--- config.mk ---
export PLATFORM = sky130hd
export DESIGN_NAME = eth_crc32_stream
export DESIGN_NICKNAME = d
export VERILOG_FILES = /design/src/rtl/eth_crc32_stream.sv
export SDC_FILE = /design/constraint.sdc
export NUM_CORES = 1
export LEC_CHECK = 0
export ABC_AREA = 0
export CAP_MARGIN = 30
export CORE_MARGIN = 2
export CORE_UTILIZATION = 50
export CTS_CLUSTER_DIAMETER = 150
export DETAILED_ROUTE_END_ITERATION = 10
export GPL_ROUTABILITY_DRIVEN = 0
export GPL_TIMING_DRIVEN = 0
export MAX_ROUTING_LAYER = met4
export PLACE_DENSITY = 0.74
export SYNTH_ARGS = -nofsm -noshare
export SYNTH_HDL_FRONTEND = slang
export SYNTH_SLANG_ARGS = --single-unit
--- constraint.sdc ---
create_clock -name clk -period 2.73 [get_ports clk]
set_input_delay 0.6825 -clock clk [delete_from_list [all_inputs] [get_ports clk]]
set_output_delay 0.6825 -clock clk [all_outputs]
set_load 0.05 [all_outputs]
--- src/rtl/eth_crc32_stream.sv ---
`default_nettype none
// ============================================================================
//  Module   : eth_crc32_stream
//  Purpose  : Streaming Ethernet CRC-32 (reflected, poly 0xEDB88320) that passes
//             payload beats through one output register and appends the FCS.
//             Optional receive-side check mode under macro CRC_CHECK_EN.
//  Revision : 1.0  initial release
// ============================================================================
module eth_crc32_stream #(
  parameter int          DATA_W   = 8,
  parameter logic [31:0] CRC_INIT = 32'hFFFFFFFF
) (
  input  logic              clk,
  input  logic              rst_n,
  input  logic              frame_abort,
  input  logic              s_valid,
  output logic              s_ready,
  input  logic [DATA_W-1:0] s_data,
  input  logic              s_last,
  output logic              m_valid,
  input  logic              m_ready,
  output logic [DATA_W-1:0] m_data,
  output logic              m_last,
  output logic [31:0]       crc_val,
`ifdef CRC_CHECK_EN
  input  logic              chk_mode,
  output logic              crc_ok,
  output logic              crc_err,
`endif
  output logic              crc_done
);

  localparam logic [31:0] c_POLY      = 32'hEDB88320;
  localparam logic [2:0]  c_LAST_BEAT = 3'(32 / DATA_W - 1);
`ifdef CRC_CHECK_EN
  localparam logic [31:0] c_RESIDUE   = 32'hDEBB20E3;
`endif

  typedef enum logic [1:0] {
    S_IDLE = 2'd0,
    S_DATA = 2'd1,
    S_FCS  = 2'd2
  } state_t;

  state_t              r_state;
  logic [31:0]         r_crc;
  logic [31:0]         r_fcs_sh;
  logic [2:0]          r_fcs_cnt;
  logic                r_m_valid;
  logic [DATA_W-1:0]   r_m_data;
  logic                r_m_last;
  logic [31:0]         r_crc_val;
  logic                r_crc_done;
  logic [31:0]         w_crc_base;
  logic [31:0]         w_crc_next;
  logic                w_accept;
  logic                w_chk;
`ifdef CRC_CHECK_EN
  logic                r_chk;
  logic                r_crc_ok;
  logic                r_crc_err;
`endif

  // Fold DATA_W bits, bit 0 first, into the reflected CRC register.
  function automatic logic [31:0] crc_step(input logic [31:0] c, input logic [DATA_W-1:0] d);
    logic [31:0] r;
    r = c;
    for (int i = 0; i < DATA_W; i++) begin
      if (r[0] ^ d[i]) r = (r >> 1) ^ c_POLY;
      else             r = r >> 1;
    end
    return r;
  endfunction

  always_comb begin
    w_crc_base = (r_state == S_IDLE) ? CRC_INIT : r_crc;
    w_crc_next = crc_step(w_crc_base, s_data);
  end

  assign s_ready  = rst_n & (r_state != S_FCS) & (~r_m_valid | m_ready);
  assign w_accept = s_valid & s_ready;

`ifdef CRC_CHECK_EN
  // Check mode is latched on a frame's first beat and held for the rest of it.
  assign w_chk = (r_state == S_IDLE) ? chk_mode : r_chk;
`else
  assign w_chk = 1'b0;
`endif

  always_ff @(posedge clk) begin
    if (!rst_n) begin
      r_state    <= S_IDLE;
      r_crc      <= CRC_INIT;
      r_fcs_sh   <= 32'd0;
      r_fcs_cnt  <= 3'd0;
      r_m_valid  <= 1'b0;
      r_m_data   <= '0;
      r_m_last   <= 1'b0;
      r_crc_val  <= 32'd0;
      r_crc_done <= 1'b0;
`ifdef CRC_CHECK_EN
      r_chk      <= 1'b0;
      r_crc_ok   <= 1'b0;
      r_crc_err  <= 1'b0;
`endif
    end else begin
      r_crc_done <= 1'b0;
`ifdef CRC_CHECK_EN
      r_crc_ok   <= 1'b0;
      r_crc_err  <= 1'b0;
`endif
      if (frame_abort) begin
        r_state   <= S_IDLE;
        r_crc     <= CRC_INIT;
        r_fcs_cnt <= 3'd0;
        r_m_valid <= 1'b0;
        r_m_last  <= 1'b0;
      end else begin
        case (r_state)
          S_IDLE, S_DATA: begin
            if (w_accept) begin
              r_m_valid <= 1'b1;
              r_m_data  <= s_data;
              r_m_last  <= w_chk & s_last;
              r_crc     <= w_crc_next;
`ifdef CRC_CHECK_EN
              r_chk     <= w_chk;
`endif
              if (s_last) begin
                r_crc_val  <= ~w_crc_next;
                r_crc_done <= 1'b1;
                if (w_chk) begin
                  r_state <= S_IDLE;
                  r_crc   <= CRC_INIT;
`ifdef CRC_CHECK_EN
                  r_crc_ok  <= (w_crc_next == c_RESIDUE);
                  r_crc_err <= (w_crc_next != c_RESIDUE);
`endif
                end else begin
                  r_state   <= S_FCS;
                  r_fcs_sh  <= ~w_crc_next;
                  r_fcs_cnt <= 3'd0;
                end
              end else begin
                r_state <= S_DATA;
              end
            end else if (m_ready) begin
              r_m_valid <= 1'b0;
            end
          end
          S_FCS: begin
            // Each handshake frees the output register for the next FCS beat.
            if (r_m_valid & m_ready) begin
              if (r_m_last) begin
                r_state   <= S_IDLE;
                r_crc     <= CRC_INIT;
                r_fcs_cnt <= 3'd0;
                r_m_valid <= 1'b0;
                r_m_last  <= 1'b0;
              end else begin
                r_m_data  <= r_fcs_sh[DATA_W-1:0];
                r_fcs_sh  <= r_fcs_sh >> DATA_W;
                r_m_last  <= (r_fcs_cnt == c_LAST_BEAT);
                r_fcs_cnt <= r_fcs_cnt + 3'd1;
              end
            end
          end
          default: r_state <= S_IDLE;
        endcase
      end
    end
  end

  assign m_valid  = r_m_valid;
  assign m_data   = r_m_data;
  assign m_last   = r_m_last;
  assign crc_val  = r_crc_val;
  assign crc_done = r_crc_done;
`ifdef CRC_CHECK_EN
  assign crc_ok   = r_crc_ok;
  assign crc_err  = r_crc_err;
`endif

endmodule
`default_nettype wire
==> results.sh <==
export IMPL_nets=717
export IMPL_grt_ovfl_total=0
export IMPL_p_seq_frac=0.432
export IMPL_report_final_slew_viol_count=0
export IMPL_antenna_left=0
export IMPL_ys_flop_type="dfxtp_1"
export IMPL_finalSetupViolations=0
export IMPL_cpMaxStageDelayCell="clkdlybuf4s50_1"
export IMPL_leakage_nw=2.68
export IMPL_worst_slack_ps=53.3
export IMPL_dp_worst_setup_slack_ps=-762
export IMPL_die_y_um=110
export IMPL_cp_common_cell="a21oi_1"
export IMPL_internal_power_mw=2.79
export IMPL_crit_fanout=5
export IMPL_drt_first_iter_violations=440
export IMPL_final_cell_mix="dfxtp_1 (111), nand2_1 (94), nor2_1 (55)"
export IMPL_vias_per_cell=5.69
export IMPL_period_minus_slack_ps=2680
export IMPL_hold_buffers=0
export IMPL_synth_async_reset_ratio=0
export IMPL_clk_path_buf_depth=2
export IMPL_crit_arrival_ps=2910
export IMPL_swShare=0.301
export IMPL_die_area_mm2=0.0121
export IMPL_antenna_cells=0
export IMPL_slowest_delay_ps=670
export IMPL_grt_pass1_vias=4647
export IMPL_synth_area_mm2=0.00564
export IMPL_ys_seq_elements=112
export IMPL_worst_pin_slew_ps=638
export IMPL_switching_power_mw=1.20
export IMPL_totalWireLength_mm=15.5
export IMPL_postLayoutCoreUtil=0.615
export IMPL_report_power_total_mw=4.00
export IMPL_area_growth_pct=19.2
export IMPL_grt_pass1_wl_mm=24.4
export IMPL_antenna_found_initial=0
export IMPL_ioPinCount=58
export IMPL_fin_skew_ps=11.6
export IMPL_ys_types=53
export IMPL_wire_per_inst_um=18.3
export IMPL_synth_edff_count=0
export IMPL_clk_pin_slew_worst_paths_ps=80
export IMPL_root_buffer="clkbuf_16"
export IMPL_clock_sinks=112
export IMPL_p_comb_frac=0.217
export IMPL_cp_cell_sequence="clkdlybuf4s50_1, xor2_4, xnor3_2, xor2_1, nor2_1, a21oi_1, a21oi_1"
export IMPL_dr_pass1_iters=5
export IMPL_avgSynthCellArea_um2=8.89
export IMPL_cp_buffers_inverters=1
export IMPL_relSlewSlack=0.575
export IMPL_cp_top_family="XOR/XNOR gates"
export IMPL_clk_latency_ps=370
export IMPL_status="finished clean"
export IMPL_layout_commonest_cell="dfxtp_1"
export IMPL_crit_type="in -> reg"
export IMPL_rsz0062_at_grt="false"
export IMPL_fmax_mhz=374
export IMPL_io_buffer_count=52
export IMPL_htree_levels=3
export IMPL_hold_ws_ps=472
export IMPL_ys_seq_area_frac=0.398
export IMPL_hold_class="reg -> reg"
export IMPL_worst_setup_path_start_kind="primary input"
export IMPL_start_util=0.515
export IMPL_core_rowCount=38
export IMPL_core_area_mm2=0.0109
export IMPL_ir_drop_mv=0.395
export IMPL_clock_power_share=0.352
export IMPL_hold_violations=0
export IMPL_end_kind="flip-flop"
export IMPL_cts_tree="built"
export IMPL_crit_required_ps=2960
export IMPL_num_vias=4814
export IMPL_cts_buffers=9
export IMPL_p_per_area_mw_per_mm2=595
export IMPL_syn_nets=650
export IMPL_dieWidth_um=110
export IMPL_ys_warn_count=0
export IMPL_drive_above_1_share=0.103
export IMPL_synthCells=634
export IMPL_grt_max_degree=19
export IMPL_remaining_drc_errors=0
export IMPL_cap_violations=0
export IMPL_post_route_period_util=0.980
export IMPL_hpwl_mm=11.7
export IMPL_groute_usage_overall=0.277
state kept, by name, summed over array words and instances (netlist names):
signal	cells
crc_val	32
r_state	2
m_data	8
m_last	1
r_crc	32
r_fcs_cnt	3
crc_done	1
m_valid	1
r_fcs_sh	32
synthesized netlist by cell type, types with 2 or more instances:
cell,instances,share of area
nor2b_1,11,0.012
xnor3_1,5,0.020
ha_1,2,0.0044
nand2b_1,9,0.010
o211ai_1,4,0.0053
a21boi_0,12,0.016
or2_0,3,0.0033
a21oi_1,29,0.026
xnor2_2,9,0.026
o32a_1,2,0.0036
buf_2,11,0.0098
and2_1,14,0.016
buf_4,3,0.0040
nor2_1,55,0.037
xor2_4,2,0.0098
xor2_2,3,0.0087
nor3_1,2,0.0018
nand3_1,13,0.012
o21ai_1,9,0.0080
nor2_4,2,0.0040
xor2_1,21,0.033
a21boi_1,2,0.0027
clkbuf_1,35,0.023
buf_6,2,0.0040
o21ai_0,25,0.022
nand2_1,94,0.063
a31oi_1,3,0.0033
o22ai_1,29,0.032
nor4_1,2,0.0022
o211a_1,25,0.044
o21bai_1,2,0.0027
mux2_2,2,0.0040
xnor2_1,51,0.079
inv_1,3,0.0020
buf_1,2,0.0013
dfxtp_1,112,0.40
a211oi_1,8,0.011
worst register-to-register path, cell delays in order (launching register included):
cell and delay, ps:
dfxtp_1 330, buf_6 160, nor2_8 190, buf_2 270, buf_2 390, nor2_1 130
xnor2_1 160, xnor2_1 430, a211oi_1 160, a31o_2 240
logic make-up after synthesis:
logic type | Yosys count | share of synthesized area
AO/OA/AOI/OAI | 156 | 0.192
adder cells (fa/ha/maj) | 2 | 0.00444
flip-flops | 112 | 0.398
XOR/XNOR | 93 | 0.185
AND/OR/NAND/NOR | 210 | 0.168
multiplexers | 2 | 0.00400
buffers and inverters | 59 | 0.0484
layer usage:
layer	wire, um	up-vias	track usage
met5	0	-	-
met4	326	0	0.0875
met3	1330	31	0.0735
met2	7320	219	0.440
met1	6530	2294	0.346
li1	-	2270	-
path summary, 6_finish.rpt:
check	start	end	slack, ps	cells after the start
max	s_data[5]	r_fcs_sh[7]	50	7
min	crc_val[28]	crc_val[28]	470	2
max reg2reg	r_state[1]	r_fcs_sh[17]	180	9
min reg2reg	crc_val[28]	crc_val[28]	470	2
area by class of cell:
type / instances / area, um2
timing repair buffer: 57 / 554
clock inverter: 4 / 56.3
fill: 965 / 4220
tap: 140 / 175
sequential: 112 / 2240
buffer: 54 / 258
inverter: 4 / 15.0
clock buffer: 12 / 256
multi-input combinational: 463 / 3160
timing repair:
item | 4_1_cts | 5_1_grt
endpoints found under the setup margin | 64 | 13
pin swaps | 4 | 0
resized for setup | 10 | 6
buffers inserted | 5 | 0
power groups by stage:
| stage | Clock [mW] | Combinational (mW) | Sequential (mW) |
|---|---|---|---|
| 6_report | 1.41 | 0.865 | 1.72 |
| 5_1_grt | 1.48 | 0.915 | 1.73 |
| 4_1_cts | 1.41 | 0.848 | 1.72 |
| 3_5_place_dp | 0 | 0.827 | 1.76 |
| 3_3_place_gp | 0 | 0.815 | 1.76 |
| 2_1_floorplan | 0 | 0.494 | 1.84 |
through the flow:
step	area [um2]	TNS, ps	cells
after floorplan	5640	0	634
after global placement	6330	-38730	826
after detailed placement	6330	-40490	826
after CTS	6690	0	847
after global routing	6720	0	846
final	6720	0	846
No activity file was read; power rests on OpenSTA's default activity.
==> RTL change (same settings) <==
The option `CRC_CHECK_EN` is turned on by a define.
--- a/src/rtl/eth_crc32_stream.sv
+++ b/src/rtl/eth_crc32_stream.sv
@@ -6,6 +6,8 @@
 //             Optional receive-side check mode under macro CRC_CHECK_EN.
 //  Revision : 1.0  initial release
 // ============================================================================
+`define CRC_CHECK_EN
+
 module eth_crc32_stream #(
   parameter int          DATA_W   = 8,
   parameter logic [31:0] CRC_INIT = 32'hFFFFFFFF
Interface: changed (added chk_mode, crc_err and crc_ok); port bits go from 58 to 61. No check against the original RTL was run, so the function may have changed too.
==> RTL change against the unedited design <==
The flow now finishes with violations (negative setup slack); setup slack worse by 0.063 ns; synthesized area increased by 9.0%; count of clock-buffer cells in the layout increased by 8; first-iteration DRC count rose by 96%; clock skew decreased by 0.0045 ns; maximum frequency decreased by 2.3%; die area rose by 8.7%; sequential cell count is 3 higher; total power increased by 24%; routed wire length is 31% higher; design area increased by 17%; clock power rose by 50%; synthesized cell count is 18% higher.
==> RTL change: results (changes against the unedited design) <==
[hold_path]
hold_class=flop to flop

[routing]
drtIter0Drc=864  ; +96%
wl_per_cell_um=20.38  ; +11%
vias_per_cell=6.085  ; +6.9%
drt_first_pass_iters=9  ; +4

[clock_tree]
cts_buffer_depth=2  ; unchanged
cts-root-buf=clkbuf_16
htree_num_levels=4  ; +1
numCtsBuffers=17  ; +8
post_cts.repair.setup_buffers=11  ; +6
cts_resized=40  ; +30
worstSkewPairLatency_ns=0.42  ; +0.05 ns
cts.clk_slew.worst_paths_ns=0.06  ; -0.02 ns

[finish]
n_fill_cell=990  ; +2.6%
final_cells=993  ; +17%
num_antenna_cells=0  ; unchanged
drive_gt1_share_pct=16.55  ; +6.2 points
fin_nets=851  ; +19%

[placed_design]
post-place-ws_ns=-1.230  ; -0.4680 ns
dp_hpwl_mm=14.34  ; +22%
portBuffers=53  ; +1.9%
dp.cells=946  ; +15%
place_area_um2=6982  ; +10%

[timing]
finalSetupViolCount=1  ; +1
finClkSkew_ns=0.007092  ; -0.004489 ns
fin_ws_ns=-0.009242  ; -0.06258 ns
worst_slew_pin_slew_ns=0.9599  ; +0.3223 ns
tns_ns=-0.009242  ; -0.009242 ns

[yosys]
yosys_most_used_dff=dfxtp_1
ys_top_cells_by_count=122 x nor2_1, 115 x dfxtp_1, 94 x nand2_1
yosysUniqueCellTypes=67  ; +26%
async_flop_share_pct=0  ; unchanged
synth_area_per_cell_um2=8.238  ; -7.3%
netlist_top_cells_area=dfxtp_1 37%, xnor2_1 8.6%, nor2_1 7.5%
seq_area_frac_synth_pct=37.46  ; -2.3 points
synth_warnings=0  ; unchanged
synth_nets=764  ; +18%

[grt]
grt_use_total_pct=31.73  ; +4.0 points
grt_pass1_wl_mm=30.66  ; +26%
grt_max_degree=17  ; -2
first_global_vias=5604  ; +21%
antenna_found_initial=0  ; unchanged

[status]
violations=negative setup slack
outcome=finished, violations left

[setup_path]
critPathMaxFanout=10  ; +5
arrival_ns=3.05  ; +0.14 ns

[power_and_ir_drop]
p_leak_nw=2.876  ; +7.5%
vdd_drop_max_mv=0.3314  ; -16%
clkPwrFrac_pct=42.5  ; +7.3 points
power.switching_w=0.001550  ; +29%
internal_power_w=0.003420  ; +23%
p_seq_share_pct=35.5  ; -7.7 points

RTL change: changes by cell type in the layout (fill, tap and decap cells not counted), sizes merged, moves of 8 or more:
cell and delta:
a211oi +23, a21boi -14, a21oi +19, a311oi +8, and2 -13, buf +20
clkbuf +10, nor2 +68, nor3 +16, o211a -22, o211ai +8, o21ai -19
RTL change: routing by layer:
| layer | part of all wire (%) | routed length (um) | track usage, % |
|---|---|---|---|
| met1 | 41 | 8203 | 40.68 |
| met2 | 43 | 8673 | 47.49 |
| met3 | 11 | 2164 | 6.747 |
| met4 | 5.9 | 1193 | 15.82 |
| met5 | 0 | 0 | - |
RTL change: cell families after synthesis:
kind of cell | synth area share, %
adder cells (fa/ha/maj) | 0.6108
AO/OA/AOI/OAI | 17.81
flip-flops | 37.46
buffers and inverters | 5.395
XOR/XNOR | 16.31
AND/OR/NAND/NOR | 21.09
multiplexers | 1.323
RTL change: critical path, cell delays in order:
cell and delay (ns):
clkdlybuf4s50_1 0.55, inv_1 0.11, a2111oi_4 0.42, nor2b_4 0.25, nand2_2 0.16, inv_1 0.17
buf_4 0.22, nand2_1 0.15, nor4_1 0.34
RTL change: worst paths after layout:
kind | from | endpoint | slack (ns) | cells after the start
worst min-delay path | r_fcs_sh[6] | r_fcs_sh[6] | 0.46 | 2
worst max register to register | r_state[0] | crc_ok | 0 | 11
worst max-delay path | m_ready | crc_ok | -0.009 | 9
worst min register to register | r_fcs_sh[6] | r_fcs_sh[6] | 0.46 | 2
RTL change: cell type report:
cell class                 count  area [um2]  area share, %
buffer                        63       355.3          4.509
clock inverter                12       106.4          1.350
timing repair buffer          70       653.1          8.288
clock buffer                  20       456.7          5.795
tap                          147       183.9          2.334
inverter                      10       40.04         0.5081
multi-input combinational    556        3779          47.95
sequential                   115        2306          29.26
